**src/rtl/seq_pattern_tx_if.sv**
```systemverilog
// Handshake bundle of the serial pattern transmitter: burst control in, serial stream out.
// The master side is the transmitter; the slave side is the controller/consumer.
interface seq_pattern_tx_if #(
    parameter int CNT_W = 8
);
    logic             Start;
    logic [CNT_W-1:0] Rep;
    logic             Abort;
    logic             Ready;
    logic             Dout;
    logic             Dvalid;
    logic             Busy;
    logic             Done;

    modport master (
        input  Start, Rep, Abort, Ready,
        output Dout, Dvalid, Busy, Done
    );

    modport slave (
        output Start, Rep, Abort, Ready,
        input  Dout, Dvalid, Busy, Done
    );
endinterface

```
**src/rtl/seq_pattern_tx.sv**
```systemverilog
// Serial pattern transmitter: sends PAT MSB-first Rep times with optional zero gaps
// under a valid/ready handshake; outputs decode directly from the registered state.
module seq_pattern_tx #(
    parameter int             PAT_W   = 4,
    parameter logic [PAT_W-1:0] PAT   = 4'b1101,
    parameter int             CNT_W   = 8,
    parameter int             GAP_LEN = 0
) (
    input  logic              Clk,
    input  logic              Rst,
    seq_pattern_tx_if.master  bus
);
    localparam int IDX_W = $clog2(PAT_W);
    localparam int GAP_W = (GAP_LEN > 1) ? $clog2(GAP_LEN) : 1;

    localparam logic [IDX_W-1:0] IDX_LAST = IDX_W'(PAT_W - 1);
    localparam logic [GAP_W-1:0] GAP_INIT = GAP_W'((GAP_LEN > 0) ? GAP_LEN - 1 : 0);

    typedef enum logic [1:0] {
        S_IDLE,
        S_SHIFT,
        S_GAP,
        S_DONE
    } state_t;

    state_t           state_q, state_d;
    logic [IDX_W-1:0] idx_q,   idx_d;
    logic [CNT_W-1:0] rep_q,   rep_d;
    logic [GAP_W-1:0] gap_q,   gap_d;
    logic             xfer;

    assign bus.Dvalid = (state_q == S_SHIFT) || (state_q == S_GAP);
    assign bus.Busy   = bus.Dvalid;
    assign bus.Done   = (state_q == S_DONE);
    assign bus.Dout   = (state_q == S_SHIFT) ? PAT[idx_q] : 1'b0;
    assign xfer       = bus.Dvalid && bus.Ready;

    // NOTE: state and counters use non-blocking assignments so every register
    // samples the pre-edge values computed by the combinational block.
    always_ff @(posedge Clk or posedge Rst) begin
        if (Rst) begin
            state_q <= S_IDLE;
            idx_q   <= '0;
            rep_q   <= '0;
            gap_q   <= '0;
        end else begin
            state_q <= state_d;
            idx_q   <= idx_d;
            rep_q   <= rep_d;
            gap_q   <= gap_d;
        end
    end

    // NOTE: every signal gets its hold value first, so no path leaves it
    // unassigned and no latch is inferred.
    always_comb begin
        state_d = state_q;
        idx_d   = idx_q;
        rep_d   = rep_q;
        gap_d   = gap_q;

        unique case (state_q)
            S_IDLE: begin
                // Abort outranks Start; a zero repetition count never opens a burst.
                if (!bus.Abort && bus.Start && (bus.Rep != '0)) begin
                    state_d = S_SHIFT;
                    idx_d   = IDX_LAST;
                    rep_d   = bus.Rep;
                end
            end
            S_SHIFT: begin
                if (bus.Abort) begin
                    state_d = S_IDLE;
                end else if (xfer) begin
                    if (idx_q != '0) begin
                        idx_d = idx_q - 1'b1;
                    end else begin
                        rep_d = rep_q - 1'b1;
                        if (rep_q == CNT_W'(1)) begin
                            state_d = S_DONE;
                        end else if (GAP_LEN > 0) begin
                            state_d = S_GAP;
                            gap_d   = GAP_INIT;
                        end else begin
                            idx_d = IDX_LAST;
                        end
                    end
                end
            end
            S_GAP: begin
                if (bus.Abort) begin
                    state_d = S_IDLE;
                end else if (xfer) begin
                    if (gap_q == '0) begin
                        state_d = S_SHIFT;
                        idx_d   = IDX_LAST;
                    end else begin
                        gap_d = gap_q - 1'b1;
                    end
                end
            end
            S_DONE: begin
                state_d = S_IDLE;
            end
            default: begin
                state_d = S_IDLE;
            end
        endcase
    end
endmodule
```
**src/flat_wrapper.sv**
```systemverilog
// flat-port wrapper written by rule: the top's interface ports become plain ports
module seq_pattern_tx_flat 
#(
    parameter int             PAT_W   = 4,
    parameter logic [PAT_W-1:0] PAT   = 4'b1101,
    parameter int             CNT_W   = 8,
    parameter int             GAP_LEN = 0
)
  (Clk, Rst, bus_Start, bus_Rep, bus_Abort, bus_Ready, bus_Dout, bus_Dvalid, bus_Busy, bus_Done);
  seq_pattern_tx_if #(.CNT_W(CNT_W)) bus_i ();
  input  logic Clk;
  input  logic Rst;
  input wire logic [$bits(bus_i.Start)-1:0] bus_Start;
  input wire logic [$bits(bus_i.Rep)-1:0] bus_Rep;
  input wire logic [$bits(bus_i.Abort)-1:0] bus_Abort;
  input wire logic [$bits(bus_i.Ready)-1:0] bus_Ready;
  output wire logic [$bits(bus_i.Dout)-1:0] bus_Dout;
  output wire logic [$bits(bus_i.Dvalid)-1:0] bus_Dvalid;
  output wire logic [$bits(bus_i.Busy)-1:0] bus_Busy;
  output wire logic [$bits(bus_i.Done)-1:0] bus_Done;
  assign bus_i.Start = bus_Start;
  assign bus_i.Rep = bus_Rep;
  assign bus_i.Abort = bus_Abort;
  assign bus_i.Ready = bus_Ready;
  assign bus_Dout = bus_i.Dout;
  assign bus_Dvalid = bus_i.Dvalid;
  assign bus_Busy = bus_i.Busy;
  assign bus_Done = bus_i.Done;
  seq_pattern_tx #(.PAT_W(PAT_W), .PAT(PAT), .CNT_W(CNT_W), .GAP_LEN(GAP_LEN)) u_core (.Clk(Clk), .Rst(Rst), .bus(bus_i));
endmodule
```
**config.mk**
```make
export PLATFORM = sky130hd
export DESIGN_NAME = seq_pattern_tx_flat
export DESIGN_NICKNAME = d
export VERILOG_FILES = /design/src/rtl/seq_pattern_tx_if.sv /design/src/rtl/seq_pattern_tx.sv /design/src/flat_wrapper.sv
export SDC_FILE = /design/constraint.sdc
export NUM_CORES = 1
export LEC_CHECK = 0
export BUFFER_PORTS_ARGS = -buffer_cell sky130_fd_sc_hd__buf_2
export CORE_AREA = 10 10 59 61
export DETAILED_ROUTE_END_ITERATION = 10
export DIE_AREA = 0 0 69 71
export SYNTH_ARGS = -nofsm -noshare
export SYNTH_HDL_FRONTEND = slang
export SYNTH_SLANG_ARGS = --single-unit
```
**constraint.sdc**
```tcl
create_clock -name Clk -period 2.2 [get_ports Clk]
set_input_delay 0 -clock Clk [delete_from_list [all_inputs] [get_ports Clk]]
set_output_delay 0 -clock Clk [all_outputs]
set_load 0.01 [all_outputs]
```
==> out/qor.yml <==
outcome:
  status: "completed"
timing:
  tightest_slew_ns: 0.6514
  slew_violations: 0
  relSlewSlack_pct: 56.17
  hold_viol: 0
  period_needed_ns: 1.838
  rsz0062_at_grt: "no"
  final-setup-viol-count: 0
  fin_crit_sh_pct: 83.54
  skew_ns: 0.006864
  worst_slack_ns: 0.3620
  fmax_mhz: 544.1
  setup_tns_ns: 0
power:
  power.density_mw_per_mm2: 1243
  power.leakage_uw: 0.0005060
  peakVddDrop_mv: 0.7767
drt:
  drt-total-wl_um: 2475
  route.vias.total: 914
  detail_route.wl_per_cell_um: 15.57
  ant_nets: 0
  drt_iter0_markers: 30
  routed_via_density: 5.748
  drt_first_pass_iters: 4
  drc: 0
placed_design:
  io_buffers: 16
  gp_congestion: 0.8798
  dp_hpwl_um: 1968
  dpl_cell_area_mm2: 0.001072
  place_ws_ns: 0.3843
clocking:
  cts_tree: "yes"
  h-tree-depth: 1
  cts_inserted_buffers: 3
  clk_pin_slew_ns: 0.08
  clock_sinks: 12
  cts_root_buf: "clkbuf_4"
  cts_setup_buffers: 0
  cts.path.max_buffers: 2
  worstSkewPairLatency_ns: 0.27
synth:
  yosysTopAreaCellShare_pct: 31.13
  synth.distinct_cells: 36
  synthesis.area_um2: 964.7
  synth_top_area_cell: "dfrtp_1"
  yosys.area_share.adder_pct: 10.38
  ys_ff_latch: 12
  synthSimpleGateAreaFrac_pct: 25.16
  synth_top_family_by_area: "simple AND/OR/NAND/NOR gates"
  ys_seq_area_share_pct: 31.13
  yosys_warnings: 0
  avgSynthCellArea_um2: 8.613
  syn-num-nets: 133
  synth_mux_area_share_pct: 2.205
  synthTopCellsByArea: "dfrtp_1 31%, ha_1 10%, inv_1 4.3%"
  synth-xor-area-share_pct: 0
  netlist_instances: 112
  synth_compound_area_share_pct: 23.48
setup_path:
  crit_type: "reg2reg"
  critPathTopFamily: "simple AND/OR/NAND/NOR gates"
  slowest_stage: "dfrtp_1"
  cp_data_arrival_time_ns: 1.98
  startpoint_type: "flop"
  worstSetupEndpointType: "flop"
  cp_cell_sequence: "inv_1 -> ha_1 -> nand4b_1 -> a22oi_2 -> and2_1 -> a21oi_1"
  crit_required_ns: 2.34
  critPathMaxStageDelay_ns: 0.41
  crit_buf_inv: 1
  worstPathMaxFanout: 8
floorplan:
  die_y_um: 71
  die_area_mm2: 0.004899
  core_area_mm2: 0.002387
  die_w_um: 69
  io-pin-count: 17
  start_util_pct: 40.41
  fp-row-count: 18
layout:
  diodes: 0
  syn_to_final_growth_pct: 15.95
  nets: 151
  stdcell_area_mm2: 0.001119
  nFillCells: 254
  drive_gt1_share_pct: 21.71
grt:
  grt.total_usage_pct: 9.775
  antenna_found_initial: 0
  grt_pass1_vias: 905
  grt_pass1_wl_um: 4126
  grt_max_degree: 20
  overflow: 0
hold_path:
  hold_class: "in2reg"
run:
  cap_viol_max_count: 0
## layout by cell type, fill, tap and decap left out, types with 3 or more instances in the layout
master / count
a21oi_1: 5
a2bb2oi_1: 3
a31oi_1: 4
buf_2: 16
buf_4: 3
clkbuf_4: 3
dfrtp_1: 12
ha_1: 8
inv_1: 11
nand2_1: 4
nand2b_1: 4
nand3_1: 6
nand4_1: 5
nand4b_1: 3
nor2_1: 5
nor2b_1: 3
nor4_1: 3
o21ai_0: 6
## per-stage QoR
step | instances | util, % | hold slack [ns] | power (uW)
detailed placement | 154 | 44.92 | 0.04707 | 1211
CTS | 159 | 46.86 | 0.03676 | 1399
floorplan | 112 | - | -0.1353 | 1012
global placement | 154 | 44.92 | 0.02938 | 1188
finish | 159 | 46.86 | 0.04971 | 1391
global route | 159 | 46.86 | 0.05115 | 1517
## sequential cells by signal (all words and copies together) (netlist names)
| name | flops |
|---|---|
| u_core.rep_q | 8 |
| u_core.state_q | 2 |
| u_core.idx_q | 2 |
## synth_stat cells (all sizes together)
master / instances
dfrtp: 12
inv: 11
ha: 8
nand3: 6
o21ai: 6
a21oi: 5
nand4: 5
nor2: 5
a31oi: 4
clkbuf: 4
nand2: 4
nand2b: 4
a2bb2oi: 3
buf: 3
nand4b: 3
nor2b: 3
nor4: 3
a22o: 2
nand3b: 2
nor3: 2
o22ai: 2
o31ai: 2
a22oi: 1
a41o: 1
and2: 1
mux2: 1
mux2i: 1
o2111ai: 1
o211ai: 1
o21ba: 1
o41a: 1
o41ai: 1
or3: 1
or3b: 1
or4: 1
## cell families after synthesis
| group | Yosys count |
|---|---|
| muxes | 2 |
| adders and majority gates | 8 |
| buffers and inverters | 18 |
| AOI/OAI and AO/OA | 31 |
| and+or+nand+nor | 41 |
| DFF | 12 |
## worst reg2reg max path: cells and delay by family (launching register included)
family          cells  cell delay, ns
simple gates        2            0.50
flops               1            0.41
compound gates      2            0.41
fa+ha+maj           1            0.29
buf+inv             1            0.11
## cell type report
class / count / area, um2 / area share [%]
Multi-Input combinational cell: 82 / 590.6 / 52.80
Inverter: 11 / 41.29 / 3.691
Timing Repair Buffer: 20 / 112.6 / 10.07
Clock buffer: 4 / 36.28 / 3.244
Tap cell: 30 / 37.54 / 3.356
Sequential cell: 12 / 300.3 / 26.85
## where the power goes
part           switching, uW  total, uW  internal [uW]  leakage, uW
sequential               126        444            318     0.000139
combinational            427        768            341     0.000346
clock                   77.9        178            100    0.0000210
total                    630       1390            760     0.000506
## worst paths after layout
check / slack [ns] / cells after the start / startpoint / end
max: 0.36 / 6 / u_core.state_q[1] / u_core.rep_q[4]
min reg2reg: 0.56 / 1 / u_core.rep_q[6] / u_core.rep_q[6]
max in group asynchronous: 1.58 / 3 / Rst / u_core.rep_q[5]
min in group asynchronous: 0.29 / 3 / Rst / u_core.rep_q[1]
min: 0.05 / 3 / bus_Rep[0] / u_core.rep_q[0]
max reg2reg: 0.36 / 6 / u_core.state_q[1] / u_core.rep_q[4]
## per-layer routing
layer	up-vias	share of wire, %	global-route usage (%)
met3	2	4.6	3.068
met4	0	0.28	0.8949
met5	-	0	0
met2	21	47	16.57
li1	449	-	-
met1	442	48	12.20
## timing repair
item / CTS / global route
hold buffers: 1 / 0
endpoints found under the hold margin: 12 / 0
gates resized for setup: 0 / 0
Note: power is estimated with default switching activity, not from simulation.
